## src/rtl/axis_cfg_sched_if.sv

```systemverilog
// Descriptor-request and config-bus signals shared by axis_cfg_sched and its environment.
// The slave modport is the scheduler's view; master is the requester/engine side.
interface axis_cfg_sched_if #(
  parameter int N_REQ      = 4,
  parameter int CFG_AWIDTH = 5,
  parameter int CFG_DWIDTH = 32
);
  logic [N_REQ-1:0]            req_valid;
  logic [N_REQ-1:0]            req_ready;
  logic [N_REQ*CFG_DWIDTH-1:0] req_addr;
  logic [N_REQ*CFG_DWIDTH-1:0] req_len;
  logic [N_REQ-1:0]            eng_rdy;
  logic [CFG_AWIDTH-1:0]       cfg_addr;
  logic [CFG_DWIDTH-1:0]       cfg_data;
  logic                        cfg_valid;
  logic                        busy;

  modport slave (
    input  req_valid, req_addr, req_len, eng_rdy,
    output req_ready, cfg_addr, cfg_data, cfg_valid, busy
  );

  modport master (
    output req_valid, req_addr, req_len, eng_rdy,
    input  req_ready, cfg_addr, cfg_data, cfg_valid, busy
  );
endinterface

```

## src/rtl/axis_cfg_sched.sv

```systemverilog
// Round-robin scheduler serialising one winning descriptor at a time into the
// three-beat engine config sequence (ID, address, length) followed by a gap cycle.
module axis_cfg_sched #(
  parameter int N_REQ       = 4,
  parameter int ID_BASE     = 1,
  parameter int CFG_ADDR    = 23,
  parameter int CFG_DATA    = 24,
  parameter int CFG_AWIDTH  = 5,
  parameter int CFG_DWIDTH  = 32,
  parameter int HOLD_CYCLES = 8
) (
  input  logic               clk,
  input  logic               rst,
  axis_cfg_sched_if.slave    bus
);
  localparam int IW = (N_REQ > 1) ? $clog2(N_REQ) : 1;
  localparam int HW = (HOLD_CYCLES > 0) ? $clog2(HOLD_CYCLES + 1) : 1;
  // The grant cycle itself counts as the first holdoff cycle, so grant spacing equals HOLD_CYCLES.
  localparam logic [HW-1:0] HOLD_LOAD = (HOLD_CYCLES > 0) ? HW'(HOLD_CYCLES - 1) : '0;

  typedef enum logic [4:0] {
    S_IDLE = 5'b00001,
    S_ID   = 5'b00010,
    S_ADDR = 5'b00100,
    S_LEN  = 5'b01000,
    S_GAP  = 5'b10000
  } state_t;

  state_t                r_state, w_state_next;
  logic [IW-1:0]         r_last_grant;
  logic [IW-1:0]         w_grant_idx;
  logic                  w_grant_any;
  logic                  w_take;
  logic [N_REQ-1:0]      w_elig;
  logic [CFG_DWIDTH-1:0] r_addr, r_len;
  logic [CFG_DWIDTH-1:0] w_sel_addr, w_sel_len;
  logic [CFG_AWIDTH-1:0] r_cfg_addr, w_cfg_addr_next;
  logic [CFG_DWIDTH-1:0] r_cfg_data, w_cfg_data_next;
  logic                  r_cfg_valid, w_cfg_valid_next;

  genvar gi;
  generate
    for (gi = 0; gi < N_REQ; gi++) begin : g_hold
      logic [HW-1:0] r_hold;

      always_ff @(posedge clk) begin
        if (rst)
          r_hold <= '0;
        else if (w_take && (w_grant_idx == IW'(gi)))
          r_hold <= HOLD_LOAD;
        else if (r_hold != '0)
          r_hold <= r_hold - 1'b1;
      end

      assign w_elig[gi] = bus.req_valid[gi] & bus.eng_rdy[gi] & (r_hold == '0);
    end
  endgenerate

  // Search upward from last_grant+1 so the most recently served requester goes last.
  always_comb begin
    int c;
    c           = 0;
    w_grant_any = 1'b0;
    w_grant_idx = '0;
    for (int k = 1; k <= N_REQ; k++) begin
      c = int'(r_last_grant) + k;
      if (c >= N_REQ)
        c = c - N_REQ;
      if (!w_grant_any && w_elig[IW'(c)]) begin
        w_grant_any = 1'b1;
        w_grant_idx = IW'(c);
      end
    end
  end

  assign w_take = (r_state == S_IDLE) && w_grant_any && !rst;

  always_comb begin
    w_sel_addr = '0;
    w_sel_len  = '0;
    for (int k = 0; k < N_REQ; k++) begin
      if (w_grant_idx == IW'(k)) begin
        w_sel_addr = bus.req_addr[k*CFG_DWIDTH +: CFG_DWIDTH];
        w_sel_len  = bus.req_len[k*CFG_DWIDTH +: CFG_DWIDTH];
      end
    end
  end

  always_comb begin
    bus.req_ready = '0;
    if (w_take)
      bus.req_ready[w_grant_idx] = 1'b1;
  end

  // Config registers are loaded with the beat belonging to the state being entered.
  always_comb begin
    w_state_next     = r_state;
    w_cfg_valid_next = 1'b0;
    w_cfg_addr_next  = r_cfg_addr;
    w_cfg_data_next  = r_cfg_data;
    case (r_state)
      S_IDLE: begin
        if (w_take) begin
          w_state_next     = S_ID;
          w_cfg_valid_next = 1'b1;
          w_cfg_addr_next  = CFG_AWIDTH'(CFG_ADDR);
          w_cfg_data_next  = CFG_DWIDTH'(ID_BASE) + CFG_DWIDTH'(w_grant_idx);
        end
      end
      S_ID: begin
        w_state_next     = S_ADDR;
        w_cfg_valid_next = 1'b1;
        w_cfg_addr_next  = CFG_AWIDTH'(CFG_DATA);
        w_cfg_data_next  = r_addr;
      end
      S_ADDR: begin
        w_state_next     = S_LEN;
        w_cfg_valid_next = 1'b1;
        w_cfg_addr_next  = CFG_AWIDTH'(CFG_DATA);
        w_cfg_data_next  = r_len;
      end
      S_LEN:   w_state_next = S_GAP;
      S_GAP:   w_state_next = S_IDLE;
      default: w_state_next = S_IDLE;
    endcase
  end

  always_ff @(posedge clk) begin
    if (rst) begin
      r_state      <= S_IDLE;
      r_cfg_valid  <= 1'b0;
      r_cfg_addr   <= '0;
      r_cfg_data   <= '0;
      r_last_grant <= IW'(N_REQ - 1);
    end else begin
      r_state     <= w_state_next;
      r_cfg_valid <= w_cfg_valid_next;
      r_cfg_addr  <= w_cfg_addr_next;
      r_cfg_data  <= w_cfg_data_next;
      if (w_take)
        r_last_grant <= w_grant_idx;
    end
  end

  always_ff @(posedge clk) begin
    if (w_take) begin
      r_addr <= w_sel_addr;
      r_len  <= w_sel_len;
    end
  end

  assign bus.cfg_addr  = r_cfg_addr;
  assign bus.cfg_data  = r_cfg_data;
  assign bus.cfg_valid = r_cfg_valid;
  assign bus.busy      = (r_state != S_IDLE);
endmodule

```

## src/flat_wrapper.sv

```systemverilog
// flat-port wrapper written by rule: the top's interface ports become plain ports
module axis_cfg_sched_flat 
#(
  parameter int N_REQ       = 4,
  parameter int ID_BASE     = 1,
  parameter int CFG_ADDR    = 23,
  parameter int CFG_DATA    = 24,
  parameter int CFG_AWIDTH  = 5,
  parameter int CFG_DWIDTH  = 32,
  parameter int HOLD_CYCLES = 8
)
  (clk, rst, bus_req_valid, bus_req_addr, bus_req_len, bus_eng_rdy, bus_req_ready, bus_cfg_addr, bus_cfg_data, bus_cfg_valid, bus_busy);
  axis_cfg_sched_if #(.N_REQ(N_REQ), .CFG_AWIDTH(CFG_AWIDTH), .CFG_DWIDTH(CFG_DWIDTH)) bus_i ();
  input  logic clk;
  input  logic rst;
  input wire logic [$bits(bus_i.req_valid)-1:0] bus_req_valid;
  input wire logic [$bits(bus_i.req_addr)-1:0] bus_req_addr;
  input wire logic [$bits(bus_i.req_len)-1:0] bus_req_len;
  input wire logic [$bits(bus_i.eng_rdy)-1:0] bus_eng_rdy;
  output wire logic [$bits(bus_i.req_ready)-1:0] bus_req_ready;
  output wire logic [$bits(bus_i.cfg_addr)-1:0] bus_cfg_addr;
  output wire logic [$bits(bus_i.cfg_data)-1:0] bus_cfg_data;
  output wire logic [$bits(bus_i.cfg_valid)-1:0] bus_cfg_valid;
  output wire logic [$bits(bus_i.busy)-1:0] bus_busy;
  assign bus_i.req_valid = bus_req_valid;
  assign bus_i.req_addr = bus_req_addr;
  assign bus_i.req_len = bus_req_len;
  assign bus_i.eng_rdy = bus_eng_rdy;
  assign bus_req_ready = bus_i.req_ready;
  assign bus_cfg_addr = bus_i.cfg_addr;
  assign bus_cfg_data = bus_i.cfg_data;
  assign bus_cfg_valid = bus_i.cfg_valid;
  assign bus_busy = bus_i.busy;
  axis_cfg_sched #(.N_REQ(N_REQ), .ID_BASE(ID_BASE), .CFG_ADDR(CFG_ADDR), .CFG_DATA(CFG_DATA), .CFG_AWIDTH(CFG_AWIDTH), .CFG_DWIDTH(CFG_DWIDTH), .HOLD_CYCLES(HOLD_CYCLES)) u_core (.clk(clk), .rst(rst), .bus(bus_i));
endmodule
```

## config.mk

```make
export PLATFORM = sky130hd
export DESIGN_NAME = axis_cfg_sched_flat
export DESIGN_NICKNAME = d
export VERILOG_FILES = /design/src/rtl/axis_cfg_sched_if.sv /design/src/rtl/axis_cfg_sched.sv /design/src/flat_wrapper.sv
export SDC_FILE = /design/constraint.sdc
export NUM_CORES = 1
export LEC_CHECK = 0
export ABC_AREA = 1
export CORE_UTILIZATION = 44
export CTS_CLUSTER_SIZE = 14
export DETAILED_ROUTE_END_ITERATION = 8
export PLACE_DENSITY_LB_ADDON = 0.08
export SYNTH_ARGS = -nofsm -noshare
export SYNTH_HDL_FRONTEND = slang
export SYNTH_SLANG_ARGS = --single-unit
```

## constraint.sdc

```tcl
create_clock -name clk -period 4.1 [get_ports clk]
set_input_delay 1.025 -clock clk [delete_from_list [all_inputs] [get_ports clk]]
set_output_delay 1.025 -clock clk [all_outputs]
set_load 0.05 [all_outputs]
```

==> summary.md <==
| Metric | Value |
|---|---|
| Syn Inst Count | `1056` |
| DIE HEIGHT | `around 130 um` |
| Crit. End Element | `primary output` |
| Fmax | `approximately 250 MHz` |
| Final setup skew | `~0.0083 ns` |
| Hold_sp | `u_core.bus.cfg_addr[4]$_SDFFE_PP0P_` |
| EDFF count, synth | `64` |
| Drc violations | `0` |
| Slew @ Worst Pin | `roughly 0.75 ns` |
| Max-slew headroom | `0.4967` |
| Worst Path Required | `about 3.1 ns` |
| DP HPWL | `16.87 mm` |
| Critical path startpoint | `bus_req_valid[3]` |
| Setup TNS | `0 ns` |
| WL/cell | `15.38 um` |
| Initial antenna violation count | `4` |
| Gr usage total | `0.2807` |
| Area of the die | `17130 um^2` |
| First-pass GRT wire length | `around 36 mm` |
| Tmin final | `3.966 ns` |
| Most used DFF post-synth | `edfxtp_1` |
| Ports | `309` |
| RSZ-0062 raised after global routing | `yes` |
| H-Tree Depth | `4` |
| Critical path class | `in -> out` |
| Worst reg2reg startpoint | `u_core.g_hold[1].r_hold[0]$_SDFFE_PP0P_` |
| Initial Util | `0.4553` |
| Tcrit/Tclk final | `0.9673` |
| Core Footprint | `16060 um^2` |
| Hold_ws | `0.4824 ns` |
| Final instance area | `between 10000 and 15000 um^2` |
| Crit path DAT | `between 2 and 3 ns` |
| Post-DRT Antenna Nets | `0` |
| Post-DP Area | `10640 um^2` |
| Hold path cells | `2` |
| Site Rows | `46` |
| Via count | `just under 8000` |
| Synth Area per Inst | `6.923 um^2` |
| Worst-skew pair later-pin latency | `0.41 ns` |
| Syn nets | `1334` |
| Via density per instance | `4.976` |
| Highest-count cells in the layout ignoring fill and taps | `nand2_1, clkdlybuf4s50_1, nor2_1, a21oi_1, inv_1` |
| Final net count | `1616` |
| Clock transition at path regs | `~0.050 ns` |
| Slew Limit Fails | `0` |
| DRT iter0 DRCs | `around 390` |
| Post-synth ARST share | `0` |
| CTS root buf | `clkbuf_16` |
| R2R depth | `20` |
| Synth Cell Area | `between 7000 and 8000 um^2` |
| Final RePlAce weighted congestion | `between 0.8 and 0.9` |
| Number of global-route vias before repair | `7366` |
| Final Hold Fails | `0` |
| Max Cap Violations | `0` |
| Final wirelength | `24.14 mm` |
| Multi-input gate area | `3676 um^2` |
| Final setup fails | `0` |
| FF+latch count, synth | `around 120` |
| Cts bufs inserted | `17` |
| Synth Warn # | `0` |
| Die Wd | `130.9 um` |
| Commonest non-fill, non-tap cell in the layout | `nand2_1` |
| Port bufs | `308` |
| Post-synth cell types | `35` |
| Startpoint type of the worst setup path | `primary input` |
| Largest net degree at the start of global routing | `67` |
| TritonCTS clock tree | `built` |
| CP max FO | `5` |
| Register area share after synthesis | `0.4244` |
| Max Root-Sink Buffers | `2` |
| Grt ovf | `0` |
| Worst hold path class | `reg -> reg` |
| Reg area | `around 3100 um^2` |
| Drt first pass iters | `5` |
| Sink Count | `123` |
| Share of cells above drive strength 1 | `0.06662` |
| Status | `complete, no violations` |
| Layout fillers | `roughly 1400` |
| Area grow syn2layout | `55.21%` |
==> what timing repair did <==
action,in CTS,in global routing
resized for setup,1,17
setup buffers,0,1
hold buffers,0,0
pin swaps,0,4
gates cloned,0,0
setup endpoints to repair,1,4
==> critical path: stages <==
cell and delay [ns]:
clkdlybuf4s50_1 0.40, nand2_1 0.07, inv_1 0.05, nand3_1 0.07
nand2_2 0.06, nand2_1 0.09, nand2_2 0.07, nand2_4 0.10
nand2_1 0.06, inv_1 0.09, nand4_1 0.12, nand3_2 0.15
ha_2 0.23, nand2_2 0.10, inv_1 0.11, buf_12 0.14
==> final timing paths <==
check                                   endpoint  slack [ns]
min reg2reg  u_core.bus.cfg_addr[4]$_SDFFE_PP0P_        0.48
max reg2reg          u_core.r_addr[22]$_DFFE_PP_        0.85
max                             bus_req_ready[2]        0.13
min          u_core.bus.cfg_addr[4]$_SDFFE_PP0P_        0.48
==> cells in the mapped netlist (3+ instances only) <==
cell | count | share of area
nand2_2 | 6 | 0.0051
buf_6 | 7 | 0.011
nand3_1 | 19 | 0.013
nor2_1 | 149 | 0.077
inv_1 | 72 | 0.037
buf_4 | 3 | 0.0031
nor3_1 | 3 | 0.0021
buf_2 | 3 | 0.0021
xnor2_1 | 4 | 0.0048
nand2_1 | 356 | 0.18
nand3b_1 | 33 | 0.034
inv_2 | 6 | 0.0031
dfxtp_1 | 59 | 0.16
clkbuf_1 | 37 | 0.019
nand4_1 | 7 | 0.0060
a21oi_1 | 136 | 0.093
o21ai_0 | 46 | 0.031
edfxtp_1 | 64 | 0.26
a31oi_1 | 3 | 0.0026
ha_1 | 12 | 0.021
buf_1 | 14 | 0.0072
==> layer usage <==
| layer | wire length, um | GRT usage |
|---|---|---|
| met4 | 670 | 0.1332 |
| met5 | 17 | 0 |
| met2 | 11950 | 0.4930 |
| met1 | 9961 | 0.3208 |
| met3 | 1540 | 0.06759 |
==> logic make-up (layout without fill, tap and decap cells) <==
group / after synthesis / count (layout) / synth area share
AND/OR/NAND/NOR: 579 / 579 / 0.3283
AO/OA/AOI/OAI: 192 / 192 / 0.1349
buffers and inverters: 144 / 439 / 0.08369
flip-flops: 123 / 123 / 0.4244
adder cells (fa/ha/maj): 12 / 12 / 0.02054
XOR/XNOR: 6 / 6 / 0.008215
other: 0 / 2 / 0
==> area by class of cell <==
cell class / instances / share of cell area
inverter: 80 / 0.02679
clock buffer: 21 / 0.04157
sequential: 123 / 0.2735
timing repair buffer: 327 / 0.2955
multi-input combinational: 789 / 0.3240
antenna: 2 / 0.0004411
tap: 216 / 0.02382
clock inverter: 11 / 0.01444
==> per-stage QoR <==
stage	utilization	instances	setup slack, ns
final	0.7066	1569	0.1340
after global routing	0.7066	1569	-0.07265
after CTS	0.7026	1566	0.03120
after detailed placement	0.6627	1534	0.02596
after global placement	0.6627	1534	0.06872
after floorplan	-	1056	0.2563
==> flip-flops by register name (all words and copies together), names as in the netlist <==
signal and cells:
u_core.bus.cfg_data 32, u_core.g_hold.r_hold 16, u_core.bus.cfg_valid 1, u_core.r_state 5
u_core.r_last_grant 2, u_core.r_addr 32, u_core.r_len 32, u_core.bus.cfg_addr 3
Power is left out: the tool's default activity adds up to more than one toggle a clock period on the data nets, which glitch-free logic cannot reach.
